## config.mk

```make
export PLATFORM = sky130hd
export DESIGN_NAME = instr_fetch_flat
export DESIGN_NICKNAME = d
export VERILOG_FILES = /design/src/rtl/instr_fetch_pkg.sv /design/src/rtl/instr_fetch_if.sv /design/src/rtl/instr_fetch_fifo.sv /design/src/rtl/instr_fetch.sv /design/src/flat_wrapper.sv
export SDC_FILE = /design/constraint.sdc
export NUM_CORES = 1
export LEC_CHECK = 0
export ABC_AREA = 1
export CORE_MARGIN = 2
export CORE_UTILIZATION = 40
export DETAILED_ROUTE_END_ITERATION = 16
export GPL_TIMING_DRIVEN = 1
export PLACE_DENSITY_LB_ADDON = 0.25
export SLEW_MARGIN = 40
export SYNTH_ARGS = -nofsm -noshare
export SYNTH_HDL_FRONTEND = slang
export SYNTH_HIERARCHICAL = 1
export SYNTH_SLANG_ARGS = --single-unit
```

## constraint.sdc

```tcl
create_clock -name clk -period 9.5 [get_ports clk]
set_clock_uncertainty 0.15 [all_clocks]
set_input_delay 0.95 -clock clk [delete_from_list [all_inputs] [get_ports clk]]
set_output_delay 0.95 -clock clk [all_outputs]
set_load 0.01 [all_outputs]
```

## src/rtl/instr_fetch_pkg.sv

```systemverilog
// Constants shared by the fetch and decode stages: instruction width, RV32 major
// opcodes, the canonical NOP and the default reset PC.
package instr_fetch_pkg;

    localparam int          INST_W           = 32;
    localparam logic [31:0] DEFAULT_RESET_PC = 32'h0000_0000;
    localparam logic [31:0] NOP              = 32'h0000_0013;

    localparam logic [6:0] OP     = 7'b0110011;
    localparam logic [6:0] OP_IMM = 7'b0010011;
    localparam logic [6:0] LOAD   = 7'b0000011;
    localparam logic [6:0] STORE  = 7'b0100011;
    localparam logic [6:0] JAL    = 7'b1101111;
    localparam logic [6:0] BRANCH = 7'b1100011;
    localparam logic [6:0] SYSTEM = 7'b1110011;

    function automatic logic [6:0] opcode_of(input logic [INST_W-1:0] inst);
        return inst[6:0];
    endfunction

endpackage

```

## src/rtl/instr_fetch_if.sv

```systemverilog
// Fetch-stage bus bundle: instruction-memory request/response, execute redirect and
// the decode-side valid/ready instruction channel. master = fetch unit.
interface instr_fetch_if
    import instr_fetch_pkg::*;
#(
    parameter int ADDR_W = 32
);
    logic              imem_req_valid;
    logic              imem_req_ready;
    logic [ADDR_W-1:0] imem_addr;
    logic              imem_rsp_valid;
    logic [INST_W-1:0] imem_rsp_data;
    logic              redirect_valid;
    logic [ADDR_W-1:0] redirect_target;
    logic              inst_valid;
    logic              inst_ready;
    logic [INST_W-1:0] instruction;
    logic [ADDR_W-1:0] inst_pc;

    modport master (
        output imem_req_valid, imem_addr,
        input  imem_req_ready, imem_rsp_valid, imem_rsp_data,
        input  redirect_valid, redirect_target,
        output inst_valid, instruction, inst_pc,
        input  inst_ready
    );

    modport slave (
        input  imem_req_valid, imem_addr,
        output imem_req_ready, imem_rsp_valid, imem_rsp_data,
        output redirect_valid, redirect_target,
        input  inst_valid, instruction, inst_pc,
        output inst_ready
    );
endinterface

```

## src/rtl/instr_fetch_fifo.sv

```systemverilog
// Small synchronous FIFO holding {pc, instruction} entries; clear has priority over
// push/pop, and push+pop on a full FIFO is accepted.
module instr_fetch_fifo
    import instr_fetch_pkg::*;
#(
    parameter int DEPTH = 2,
    parameter int WIDTH = 64
) (
    input  logic                         clk,
    input  logic                         rst_n,
    input  logic                         push,
    input  logic [WIDTH-1:0]             push_data,
    input  logic                         pop,
    input  logic                         clear,
    output logic [WIDTH-1:0]             head,
    output logic [$clog2(DEPTH+1)-1:0]   count
);
    localparam int PTR_W = $clog2(DEPTH);
    localparam int CNT_W = $clog2(DEPTH+1);

    logic [WIDTH-1:0] mem_q [DEPTH];
    logic [WIDTH-1:0] mem_d [DEPTH];
    logic [PTR_W-1:0] wr_ptr_q, wr_ptr_d, rd_ptr_q, rd_ptr_d;
    logic [CNT_W-1:0] count_q, count_d;
    logic             do_push, do_pop;

    always_comb begin
        do_pop   = pop && (count_q != '0);
        do_push  = push && ((count_q != CNT_W'(DEPTH)) || do_pop);
        mem_d    = mem_q;
        wr_ptr_d = wr_ptr_q;
        rd_ptr_d = rd_ptr_q;
        count_d  = count_q;
        if (clear) begin
            wr_ptr_d = '0;
            rd_ptr_d = '0;
            count_d  = '0;
        end else begin
            if (do_push) begin
                mem_d[wr_ptr_q] = push_data;
                wr_ptr_d        = wr_ptr_q + PTR_W'(1);
            end
            if (do_pop) begin
                rd_ptr_d = rd_ptr_q + PTR_W'(1);
            end
            case ({do_push, do_pop})
                2'b10:   count_d = count_q + CNT_W'(1);
                2'b01:   count_d = count_q - CNT_W'(1);
                default: count_d = count_q;
            endcase
        end
    end

    always_ff @(posedge clk) begin
        if (!rst_n) begin
            wr_ptr_q <= '0;
            rd_ptr_q <= '0;
            count_q  <= '0;
        end else begin
            wr_ptr_q <= wr_ptr_d;
            rd_ptr_q <= rd_ptr_d;
            count_q  <= count_d;
        end
    end

    // Storage carries no reset; validity is tracked by count_q alone.
    always_ff @(posedge clk) begin
        mem_q <= mem_d;
    end

    assign head  = mem_q[rd_ptr_q];
    assign count = count_q;

endmodule

```

## src/rtl/instr_fetch.sv

```systemverilog
// Instruction fetch unit: credit-limited word fetches, in-order response buffering and
// redirect flush. Define IFETCH_PERF_EN to add perf_fetched/perf_dropped counters.
module instr_fetch
    import instr_fetch_pkg::*;
#(
    parameter int                ADDR_W   = 32,
    parameter logic [ADDR_W-1:0] RESET_PC = ADDR_W'(DEFAULT_RESET_PC),
    parameter int                DEPTH    = 2
) (
    input  logic          clk,
    input  logic          rst_n,
    instr_fetch_if.master bus
`ifdef IFETCH_PERF_EN
    ,
    output logic [31:0]   perf_fetched,
    output logic [31:0]   perf_dropped
`endif
);
    localparam int               CNT_W   = $clog2(DEPTH+1);
    localparam int               ENTRY_W = INST_W + ADDR_W;
    localparam logic [CNT_W:0]   DEPTH_C = (CNT_W+1)'(DEPTH);

    logic [ADDR_W-1:0]  fetch_pc_q, fetch_pc_d;
    logic [ADDR_W-1:0]  rsp_pc_q, rsp_pc_d;
    logic [CNT_W-1:0]   outstanding_q, outstanding_d;
    logic [CNT_W-1:0]   drop_q, drop_d;
    logic [CNT_W-1:0]   fifo_count;
    logic [CNT_W:0]     credit_used;
    logic [ENTRY_W-1:0] fifo_head;
    logic [ADDR_W-1:0]  redirect_pc;
    logic               req_valid, req_fire, rsp_drop, push, pop;
    logic               unused_target_lsbs;

    assign unused_target_lsbs = ^bus.redirect_target[1:0];

    always_comb begin
        credit_used = {1'b0, outstanding_q} + {1'b0, fifo_count};
        req_valid   = rst_n && !bus.redirect_valid && (credit_used < DEPTH_C);
        req_fire    = req_valid && bus.imem_req_ready;
        // A response landing in the redirect cycle belongs to the old stream.
        rsp_drop    = bus.imem_rsp_valid && ((drop_q != '0) || bus.redirect_valid);
        push        = bus.imem_rsp_valid && !rsp_drop;
        pop         = bus.inst_valid && bus.inst_ready && !bus.redirect_valid;
        redirect_pc = {bus.redirect_target[ADDR_W-1:2], 2'b00};

        outstanding_d = outstanding_q;
        if (req_fire)           outstanding_d = outstanding_d + CNT_W'(1);
        if (bus.imem_rsp_valid) outstanding_d = outstanding_d - CNT_W'(1);

        drop_d     = drop_q;
        fetch_pc_d = fetch_pc_q;
        rsp_pc_d   = rsp_pc_q;
        if (bus.imem_rsp_valid && (drop_q != '0)) drop_d = drop_q - CNT_W'(1);
        if (req_fire) fetch_pc_d = fetch_pc_q + ADDR_W'(4);
        if (push)     rsp_pc_d   = rsp_pc_q + ADDR_W'(4);
        // Everything still in flight after a redirect is stale.
        if (bus.redirect_valid) begin
            drop_d     = outstanding_d;
            fetch_pc_d = redirect_pc;
            rsp_pc_d   = redirect_pc;
        end
    end

    always_ff @(posedge clk) begin
        if (!rst_n) begin
            fetch_pc_q    <= RESET_PC;
            rsp_pc_q      <= RESET_PC;
            outstanding_q <= '0;
            drop_q        <= '0;
        end else begin
            fetch_pc_q    <= fetch_pc_d;
            rsp_pc_q      <= rsp_pc_d;
            outstanding_q <= outstanding_d;
            drop_q        <= drop_d;
        end
    end

    always @(posedge clk) begin
        if (rst_n) assert (credit_used <= DEPTH_C);
    end

    instr_fetch_fifo #(
        .DEPTH (DEPTH),
        .WIDTH (ENTRY_W)
    ) u_fifo (
        .clk       (clk),
        .rst_n     (rst_n),
        .push      (push),
        .push_data ({rsp_pc_q, bus.imem_rsp_data}),
        .pop       (pop),
        .clear     (bus.redirect_valid),
        .head      (fifo_head),
        .count     (fifo_count)
    );

    assign bus.imem_req_valid = req_valid;
    assign bus.imem_addr      = fetch_pc_q;
    assign bus.inst_valid     = (fifo_count != '0);
    assign bus.instruction    = bus.inst_valid ? fifo_head[INST_W-1:0] : '0;
    assign bus.inst_pc        = bus.inst_valid ? fifo_head[ENTRY_W-1:INST_W] : '0;

`ifdef IFETCH_PERF_EN
    logic [31:0] perf_fetched_q, perf_fetched_d;
    logic [31:0] perf_dropped_q, perf_dropped_d;

    // Flushed entries count as dropped; a pop in the redirect cycle is ignored.
    always_comb begin
        perf_fetched_d = perf_fetched_q + 32'(push);
        perf_dropped_d = perf_dropped_q + 32'(rsp_drop);
        if (bus.redirect_valid) perf_dropped_d = perf_dropped_d + 32'(fifo_count);
    end

    always_ff @(posedge clk) begin
        if (!rst_n) begin
            perf_fetched_q <= '0;
            perf_dropped_q <= '0;
        end else begin
            perf_fetched_q <= perf_fetched_d;
            perf_dropped_q <= perf_dropped_d;
        end
    end

    assign perf_fetched = perf_fetched_q;
    assign perf_dropped = perf_dropped_q;
`endif

endmodule

```

## src/flat_wrapper.sv

```systemverilog
// flat-port wrapper written by rule: the top's interface ports become plain ports
module instr_fetch_flat import instr_fetch_pkg::*;
#(
    parameter int                ADDR_W   = 32,
    parameter logic [ADDR_W-1:0] RESET_PC = ADDR_W'(DEFAULT_RESET_PC),
    parameter int                DEPTH    = 2
)
  (clk, rst_n, bus_imem_req_valid, bus_imem_addr, bus_imem_req_ready, bus_imem_rsp_valid, bus_imem_rsp_data, bus_redirect_valid, bus_redirect_target, bus_inst_valid, bus_instruction, bus_inst_pc, bus_inst_ready);
  instr_fetch_if #(.ADDR_W(ADDR_W)) bus_i ();
  input  logic clk;
  input  logic rst_n;
  output wire logic [$bits(bus_i.imem_req_valid)-1:0] bus_imem_req_valid;
  output wire logic [$bits(bus_i.imem_addr)-1:0] bus_imem_addr;
  input wire logic [$bits(bus_i.imem_req_ready)-1:0] bus_imem_req_ready;
  input wire logic [$bits(bus_i.imem_rsp_valid)-1:0] bus_imem_rsp_valid;
  input wire logic [$bits(bus_i.imem_rsp_data)-1:0] bus_imem_rsp_data;
  input wire logic [$bits(bus_i.redirect_valid)-1:0] bus_redirect_valid;
  input wire logic [$bits(bus_i.redirect_target)-1:0] bus_redirect_target;
  output wire logic [$bits(bus_i.inst_valid)-1:0] bus_inst_valid;
  output wire logic [$bits(bus_i.instruction)-1:0] bus_instruction;
  output wire logic [$bits(bus_i.inst_pc)-1:0] bus_inst_pc;
  input wire logic [$bits(bus_i.inst_ready)-1:0] bus_inst_ready;
  assign bus_imem_req_valid = bus_i.imem_req_valid;
  assign bus_imem_addr = bus_i.imem_addr;
  assign bus_i.imem_req_ready = bus_imem_req_ready;
  assign bus_i.imem_rsp_valid = bus_imem_rsp_valid;
  assign bus_i.imem_rsp_data = bus_imem_rsp_data;
  assign bus_i.redirect_valid = bus_redirect_valid;
  assign bus_i.redirect_target = bus_redirect_target;
  assign bus_inst_valid = bus_i.inst_valid;
  assign bus_instruction = bus_i.instruction;
  assign bus_inst_pc = bus_i.inst_pc;
  assign bus_i.inst_ready = bus_inst_ready;
  instr_fetch #(.ADDR_W(ADDR_W), .RESET_PC(RESET_PC), .DEPTH(DEPTH)) u_core (.clk(clk), .rst_n(rst_n), .bus(bus_i));
endmodule
```

==> results_dict.tcl, run 1 <==
set metrics [dict create \
    drc 0 \
    cts_root_buffer "clkbuf_16" \
    r2r-start "u_core/u_fifo/count[0]" \
    grt_pass1_wl_um 40000 \
    grt_pass1_vias 7715 \
    hold_class "flip-flop to flip-flop" \
    cts_sinks 196 \
    die_w_um 161 \
    clock_power_share_pct 38.7 \
    yosysSeqAreaShare_pct 52.7 \
    switching_share_pct 27.0 \
    ir_drop_mv 0.102 \
    cts_tree "done" \
    hold_buffers 0 \
    hold_viol 0 \
    worst_ep_arrival_time_ns 3.06 \
    drt_iter0_markers 599 \
    internal-power_mw 1.39 \
    cp-endpoint "bus_inst_pc[25]" \
    num_antenna_cells 0 \
    period_share_pct 43.8 \
    finalNonFillerCells 1732 \
    drv_cap 0 \
    post-dp-hpwl_um 17400 \
    worstPathRequired_ns 8.40 \
    slew_viol_final 0 \
    drive_gt1_share_pct 6.32 \
    io-pin-count 168 \
    crit_chain "buf_4 -> inv_2 -> buf_4 -> nand2_1 -> nand2_1 -> inv_1 -> nor2_1 -> clkdlybuf4s50_1" \
    r2r_slack_ns 6.27 \
    status "finished, final reports clean" \
    gp_congestion 0.916 \
    clockBufferDepth 2 \
    antenna_found_initial 0 \
    setup_viol 0 \
    path_max_fanout 66 \
    die-area_mm2 0.0260 \
    reg2regPathDepth 8 \
    die_h_um 161 \
    syn_inst 1244 \
    r2r_end "u_core/u_fifo/mem_q[62]" \
    drt-pass1-iter-count 6 \
    wire_per_inst_um 14.5 \
    leakage_nw 5.03 \
    areaGrowthSynthToFinish_pct 25.1 \
    clk_latency_ns 0.44 \
    pwr-share-seq_pct 51.1 \
    relSlewSlack_pct 50.7 \
    core_mm2 0.0243 \
    tns_ns 0 \
    viasPerCell 4.83 \
    grt_max_degree 67 \
    ys_seq_elements 196 \
    netSwitchingPower_uw 514 \
    tightest_slew_ns 0.738 \
    period_minus_slack_ns 4.16 \
    vias 8358 \
    critical_path_class "flip-flop to primary output" \
    syn_area_mm2 0.00988 \
    end_kind "primary output" \
    power_frac_comb_pct 10.3 \
    rsz0062_at_grt "no" \
    gr-usage-all-layers_pct 19.7 \
    avgSynthCellArea_um2 7.94 \
    fillers 2268 \
    cts_setup_buffers 0 \
    slowest_delay_ns 0.56 \
    ant_nets 0 \
    grt-ovfl-total 0 \
    power.density_mw_per_mm2 154 \
    floorplan.rows 57 \
    start_kind "flip-flop" \
    start_util_pct 40.6 \
    ctsResizeCount 0 \
    yosysWarnings 6 \
    cts_buffers 17 \
    hold_depth 2 \
    ys_types 40 \
    final_nets 1470 \
    drt-total-wl_um 25100 \
    clkTransAtPathRegs_ns 0.08 \
    cts.htree.levels 4 \
    io_buffers 163 \
    dp.cells 1700 \
    crit_start "u_core/u_fifo/rd_ptr_q" \
    cp_slowest_cell "clkdlybuf4s50_1" \
    fmax_ghz 0.240 \
]
==> through the flow <==
stage	cell area, µm²	setup WS [ns]	total power, mW	hold WS [ns]	util (%)
floorplan	9900	4.34	1.09	0.297	-
global placement	11700	4.95	1.18	0.361	48.3
detailed placement	11700	4.90	1.19	0.373	48.3
CTS	12400	5.27	1.92	0.387	50.8
global route	12400	5.04	1.98	0.406	50.8
finish	12400	5.34	1.91	0.387	50.8
==> worst min path at each step <==
stage                                  from                        to  slack (ns)
finish              u_core/bus.imem_addr[2]   u_core/bus.imem_addr[2]        0.39
global route             u_core/rsp_pc_q[7]   u_core/u_fifo/mem_q[39]        0.41
CTS                 u_core/bus.imem_addr[2]   u_core/bus.imem_addr[2]        0.39
detailed placement  u_core/bus.imem_addr[2]   u_core/bus.imem_addr[2]        0.37
global placement        u_core/rsp_pc_q[25]  u_core/u_fifo/mem_q[121]        0.36
floorplan               u_core/rsp_pc_q[25]  u_core/u_fifo/mem_q[121]        0.30
==> sequential cells by signal, summed over array words and instances, names as in the netlist <==
register	flops
u_core/drop_q	2
u_core/bus.imem_addr	30
u_core/rsp_pc_q	30
u_core/u_fifo/wr_ptr_q	1
u_core/outstanding_q	2
u_core/u_fifo/count	2
u_core/u_fifo/rd_ptr_q	1
u_core/u_fifo/mem_q	128
==> cell type report <==
class                   count  area [µm²]  share of cell area (%)
well taps                 324         405                    3.28
multi-input cells         847        3830                    31.0
clock inverters            15         188                    1.52
inverters                 162         612                    4.95
flip-flops and latches    196        5210                    42.1
clock buffers              17         425                    3.44
repair buffers            171        1690                    13.7
==> cell families (layout without fill, tap and decap cells) <==
logic type	after synthesis	after routing	synth area share [%]
AO/OA/AOI/OAI	109	109	6.09
adder cells (fa/ha/maj)	5	5	0.709
flip-flops	196	196	52.7
AND/OR/NAND/NOR	710	710	30.0
XOR/XNOR	17	17	1.51
other	1	6	0.0379
buffers and inverters	206	365	8.99
==> Yosys cell counts, drive strengths merged <==
master / number / area share [%]
nand4: 11 / 0.70
inv: 159 / 6.1
nor3: 12 / 0.81
a21boi: 1 / 0.076
o21ai: 43 / 2.2
o21bai: 5 / 0.38
ha: 4 / 0.51
fa: 1 / 0.20
clkinv: 3 / 0.13
a31oi: 14 / 0.89
nand3b: 2 / 0.15
o22ai: 1 / 0.063
xor2: 17 / 1.5
buf: 29 / 2.2
edfxtp: 128 / 39
nand2: 435 / 17
clkbuf: 15 / 0.57
a21oi: 36 / 1.8
nand3: 70 / 3.5
dfxtp: 68 / 14
and2: 1 / 0.063
nor2: 169 / 7.2
conb: 1 / 0.038
or2: 10 / 0.63
o21a: 1 / 0.076
o211ai: 8 / 0.61
==> layout by cell type (no fill, tap or decap), types with 2 or more instances in the layout <==
cell type,count
a21oi_1,36
a31oi_1,14
buf_4,7
clkbuf_16,17
clkdlybuf4s50_1,162
clkinv_1,2
clkinv_8,2
conb_1,6
dfxtp_1,67
edfxtp_1,128
ha_1,4
inv_1,150
inv_12,2
inv_2,8
inv_6,4
inv_8,6
nand2_1,427
nand2_2,5
nand2_4,3
nand3_1,70
nand3b_1,2
nand4_1,11
nor2_1,151
nor2_2,9
nor2_4,8
nor3_1,8
nor3_2,3
o211ai_1,8
o21ai_0,28
o21ai_1,15
o21bai_1,5
or2_1,3
or2_2,7
xor2_1,17
==> power by group through the flow <==
stage               registers (mW)  logic [mW]  clock network, mW
floorplan                    0.986       0.103                  0
global placement             0.992       0.192                  0
detailed placement           0.993       0.195                  0
CTS                          0.974       0.196              0.753
global route                 0.979       0.217              0.783
finish                       0.974       0.196              0.737
==> routing by layer <==
| metal | track usage [%] | part of all wire, % | wire, µm | up-vias |
|---|---|---|---|---|
| li1 | - | - | - | 4248 |
| met1 | 27.3 | 47 | 11700 | 3826 |
| met2 | 31.8 | 46 | 11500 | 256 |
| met3 | 3.36 | 5.7 | 1440 | 28 |
| met4 | 6.09 | 1.6 | 411 | 0 |
| met5 | 0 | 0 | 0 | - |
==> worst max-delay path: cells and delay by family, from the launching register on <==
kind	cells	cell delay, ns
flip-flops	1	0.31
buffers and inverters	5	1.94
AND/OR/NAND/NOR	3	0.31
(Power assumes the default switching activity.)
==> inputs of run 2 (changes only) <==
==> constraint.sdc (replaced) <==
create_clock -name clk -period 4.1 [get_ports clk]
set_clock_uncertainty 0.15 [all_clocks]
set_input_delay 0.41 -clock clk [delete_from_list [all_inputs] [get_ports clk]]
set_output_delay 0.41 -clock clk [all_outputs]
set_load 0.01 [all_outputs]
==> run 2 against run 1 <==
  * Global-route usage is 0.066 points lower
  * Combinational power grew 130%
  * Power grew 130%
  * Non-clock buffer count up 4
  * Sequential share of layout area is essentially flat
  * First-iteration DRC count is 11% lower
  * Via count shrank 0.14%
  * Sequential power is 130% higher
  * Final area increased by 0.11%
  * Critical path type unchanged
==> results_dict.tcl, run 2 (same netlist as run 1, synthesis figures left out) <==
set metrics [dict create \
    largest_register "u_core/u_fifo/mem_q" \
    die-area_mm2 0.0260 \
    multi_input_area_mm2 0.00383 \
    drt-pass1-iter-count 5 \
    ctsResizeCount 0 \
    end_kind "primary output" \
    critical_path_class "flip-flop to primary output" \
    gr-usage-all-layers_pct 19.6 \
    clk_latency_ns 0.43 \
    rsz0062_at_grt "no" \
    r2r_end "u_core/bus.imem_addr[28]" \
    io-pin-count 168 \
    cts_buffers 17 \
    power.density_mw_per_mm2 353 \
    viasPerCell 4.81 \
    io_buffers 163 \
    areaGrowthSynthToFinish_pct 25.2 \
    fillers 2254 \
    drt_iter0_markers 536 \
    hold_buffers 0 \
    worst_ep_arrival_time_ns 2.41 \
    post-dp-hpwl_um 17700 \
    crit_start "u_core/u_fifo/count[0]" \
    drt-total-wl_um 25600 \
    cp-endpoint "bus_imem_req_valid" \
    die_h_um 161 \
    num_antenna_cells 0 \
    relSlewSlack_pct 51.1 \
    clkTransAtPathRegs_ns 0.08 \
    grt_pass1_wl_um 40200 \
    dp_slack_ns 1.29 \
    period_share_pct 72.4 \
    tns_ns 0 \
    slew_viol_final 0 \
    grt-ovfl-total 0 \
    drive_gt1_share_pct 6.59 \
    core_mm2 0.0243 \
    drv_cap 0 \
    cts_sinks 196 \
    die_w_um 161 \
    hold_viol 0 \
    fmax_ghz 0.337 \
    period_minus_slack_ns 2.97 \
    layout_common_cells "nand2_1, clkdlybuf4s50_1, nor2_1" \
    worstPathRequired_ns 3.54 \
    r2r-start "u_core/u_fifo/count[0]" \
    reg2regPathDepth 13 \
    setup_viol 0 \
    status "finished, final reports clean" \
    hold_class "primary input to flip-flop" \
    wire_per_inst_um 14.8 \
    clockBufferDepth 2 \
    start_kind "flip-flop" \
    cts_root_buffer "clkbuf_16" \
    vias 8346 \
    r2r_slack_ns 1.28 \
    leakage_nw 5.03 \
    path_max_fanout 7 \
    gp_congestion 0.891 \
    largest_reg_flops 128 \
    fin_ws_ns 1.13 \
    grt_max_degree 66 \
    cts_tree "done" \
    dpl_cell_area_mm2 0.0118 \
    ir_drop_mv 0.269 \
    hold_depth 4 \
    final_common_cell "nand2_1" \
    grt_pass1_vias 7823 \
    final_area_mm2 0.0124 \
    drc 0 \
    cts_setup_buffers 0 \
    cts.htree.levels 4 \
    seq_area_mm2 0.00521 \
    ant_nets 0 \
    final_nets 1474 \
    start_util_pct 40.6 \
    antenna_found_initial 1 \
    floorplan.rows 57 \
    tightest_slew_ns 0.734 \
]
## run 2: cell types whose count changed in the layout (fill, tap and decap cells not counted), sizes merged
cell,before,now
buf,9,13
bufinv,0,1
clkinv,5,10
clkinvlp,0,2
inv,172,164
## run 2: routing by layer
metal | GRT usage (%) | wire length, µm | vias up
met5 | 0 | 0 | -
met4 | 5.72 | 379 | 0
met3 | 3.78 | 1550 | 28
met2 | 31.5 | 11600 | 277
met1 | 27.2 | 12100 | 3796
li1 | - | - | 4245
## run 2: worst min-delay path by stage
stage                              startpoint                        to  slack, ns
final                      bus_redirect_valid       u_core/rsp_pc_q[28]       0.32
after global routing       bus_redirect_valid       u_core/rsp_pc_q[28]       0.34
after CTS                  bus_redirect_valid       u_core/rsp_pc_q[28]       0.30
after detailed placement  u_core/rsp_pc_q[25]  u_core/u_fifo/mem_q[121]       0.35
after global placement    u_core/rsp_pc_q[25]   u_core/u_fifo/mem_q[57]       0.31
after floorplan           u_core/rsp_pc_q[25]  u_core/u_fifo/mem_q[121]       0.30
## run 2: stage by stage
step           instances  utilization, %  hold slack, ns  power [mW]
2_1_floorplan       1249               -           0.297        2.52
3_3_place_gp        1704            48.4           0.315        2.75
3_5_place_dp        1704            48.4           0.346        2.76
4_1_cts             1736            50.9           0.297        4.41
5_1_grt             1736            50.9           0.336        4.55
6_report            1736            50.9           0.320        4.37
## run 2: area by class of cell
class / count / share of cell area (%)
well taps: 324 / 3.28
inverters: 162 / 4.94
repair buffers: 175 / 14.0
clock inverters: 15 / 1.35
multi-input cells: 847 / 30.9
clock buffers: 17 / 3.44
flip-flops and latches: 196 / 42.1
## run 2: where the power goes
| part | internal, mW | switching [mW] |
|---|---|---|
| registers | 2.18 | 0.0839 |
| clock network | 0.867 | 0.784 |
| logic | 0.206 | 0.252 |
| total | 3.25 | 1.12 |
## run 2: worst max-delay path: stages, from the launching register on
cell and delay (ns):
dfxtp_1 0.55, nand2_1 0.09, inv_1 0.08, fa_1 0.40, inv_1 0.06, nand2_1 0.11
nor2_8 0.12, clkdlybuf4s50_1 0.57
==> inputs of run 3 (changes only) <==
==> constraint.sdc (replaced) <==
create_clock -name clk -period 2.6 [get_ports clk]
set_clock_uncertainty 0.15 [all_clocks]
set_input_delay 0.26 -clock clk [delete_from_list [all_inputs] [get_ports clk]]
set_output_delay 0.26 -clock clk [all_outputs]
set_load 0.01 [all_outputs]
==> run 3 against run 2 <==
  * Combinational power increased by 61%
  * Worst hold slack worse by 0.15 ns
  * Critical path type unchanged
  * Global-route usage down 0.67 points
  * Power is 60% higher
  * Count of clock-buffer cells in the layout unchanged
  * Routed wire length decreased by 3.3%
  * Final area is 1.2% higher
  * Via count is 1.0% higher
  * Critical path depth unchanged
  * Final cell count grew 0.35%
==> results_dict.tcl, run 3 (same netlist as run 1, synthesis figures left out) <==
set metrics [dict create \
    worstPathRequired_ns 2.19 \
    status "finished, final reports clean" \
    grt_pass1_wl_um 39200 \
    slowest_delay_ns 0.56 \
    setup_viol 0 \
    rsz0062_at_grt "no" \
    cts.htree.levels 4 \
    largest_register "u_core/u_fifo/mem_q" \
    final_area_mm2 0.0125 \
    worst_ep_arrival_time_ns 2.01 \
    largest_reg_flops 128 \
    cts_root_buffer "clkbuf_16" \
    critical_path_class "flip-flop to primary output" \
    drt-pass1-iter-count 5 \
    dp.cells 1710 \
    dpl_cell_area_mm2 0.0119 \
    drv_cap 0 \
    worst-path-buf-inv 4 \
    drt_iter0_markers 608 \
    pwr-share-seq_pct 51.0 \
    clk_latency_ns 0.44 \
    start_util_pct 40.6 \
    die_w_um 161 \
    cp_slowest_cell "clkdlybuf4s50_1" \
    finalNonFillerCells 1742 \
    wire_per_inst_um 14.2 \
    leakage_nw 5.10 \
    io_buffers 163 \
    crit_chain "inv_2 -> buf_12 -> nand2_1 -> nand2_1 -> inv_1 -> nor2_1 -> clkdlybuf4s50_1" \
    grt_pass1_vias 7679 \
    start_kind "flip-flop" \
    gr-usage-all-layers_pct 19.0 \
    final_nets 1480 \
    path_max_fanout 44 \
    period_minus_slack_ns 2.42 \
    netSwitchingPower_mw 1.88 \
    power.density_mw_per_mm2 556 \
    die_h_um 161 \
    hold_class "primary input to flip-flop" \
    fmax_ghz 0.412 \
    tns_ns 0 \
    drt-total-wl_um 24800 \
    power_mw 6.97 \
    num_antenna_cells 0 \
    end_kind "primary output" \
    grt_max_degree 66 \
    clockBufferDepth 2 \
    cp_top_family "buffers and inverters" \
    clkTransAtPathRegs_ns 0.08 \
    grt-ovfl-total 0 \
    drive_gt1_share_pct 7.48 \
    cpMostUsedCell "nand2_1" \
    switching_share_pct 27.0 \
    ir_drop_mv 0.373 \
    io-pin-count 168 \
    internal-power_mw 5.09 \
    cts_tree "done" \
    power_frac_comb_pct 10.6 \
    hold_viol 0 \
    cts_sinks 196 \
    post-dp-hpwl_um 17100 \
    gp_congestion 0.886 \
    hold_buffers 0 \
    period_share_pct 93.3 \
    antenna_found_initial 0 \
    cts_buffers 17 \
    viasPerCell 4.84 \
    floorplan.rows 57 \
    slew_viol_final 0 \
    clock_power_share_pct 38.4 \
    core_mm2 0.0243 \
    final_common_cell "nand2_1" \
    vias 8432 \
    die-area_mm2 0.0260 \
    fillers 2228 \
    ant_nets 0 \
    areaGrowthSynthToFinish_pct 26.8 \
    drc 0 \
    layout_common_cells "nand2_1, clkdlybuf4s50_1, nor2_1" \
]
[run 3: layer usage]
layer / track usage, % / vias to the layer above / wire length (µm)
li1: - / 4274 / -
met1: 25.9 / 3822 / 11600
met2: 31.1 / 297 / 11300
met3: 2.85 / 39 / 1410
met4: 6.25 / 0 / 518
met5: 0 / - / 0
[run 3: timing repair]
action | 4_1_cts | 5_1_grt
pin swaps | 0 | 0
gates resized for setup | 2 | 1
buffers inserted | 0 | 0
endpoints found under the setup margin | 1 | 1
[run 3: tightest hold or removal path, cell delays in order]
cell,delay [ns]
buf_2,0.13
inv_4,0.05
nand2_4,0.10
a21oi_1,0.04
o21ai_0,0.06
o21ai_0,0.07
[run 3: final timing paths]
check	from	endpoint	slack (ns)	cells past startpoint
setup / recovery	u_core/u_fifo/rd_ptr_q	bus_instruction[14]	0.18	7
hold / removal	bus_redirect_valid	u_core/rsp_pc_q[10]	0.17	6
setup reg to reg	u_core/u_fifo/count[0]	u_core/drop_q[1]	0.31	14
hold reg to reg	u_core/rsp_pc_q[25]	u_core/u_fifo/mem_q[121]	0.35	0
[run 3: stage by stage]
step | util, % | hold WS [ns] | worst slack (ns)
after floorplan | - | 0.181 | -0.523
after global placement | 49.0 | 0.320 | 0.331
after detailed placement | 49.0 | 0.325 | 0.321
after CTS | 51.5 | 0.181 | 0.110
after global routing | 51.5 | 0.215 | 0.0400
final | 51.5 | 0.171 | 0.175
[run 3: power by group through the flow]
stage	Combinational, mW	Sequential (mW)	Clock [mW]
finish	0.737	3.56	2.68
global route	0.813	3.57	2.86
CTS	0.739	3.55	2.75
detailed placement	0.735	3.63	0
global placement	0.724	3.62	0
floorplan	0.388	3.60	0
[run 3: layout make-up]
cell class | count | area (µm²) | share of cell area (%)
Sequential cell | 196 | 5210 | 41.6
Tap cell | 324 | 405 | 3.24
Clock inverter | 15 | 191 | 1.53
Clock buffer | 17 | 425 | 3.40
Timing Repair Buffer | 181 | 1830 | 14.6
Inverter | 162 | 612 | 4.88
Multi-Input combinational cell | 847 | 3860 | 30.8
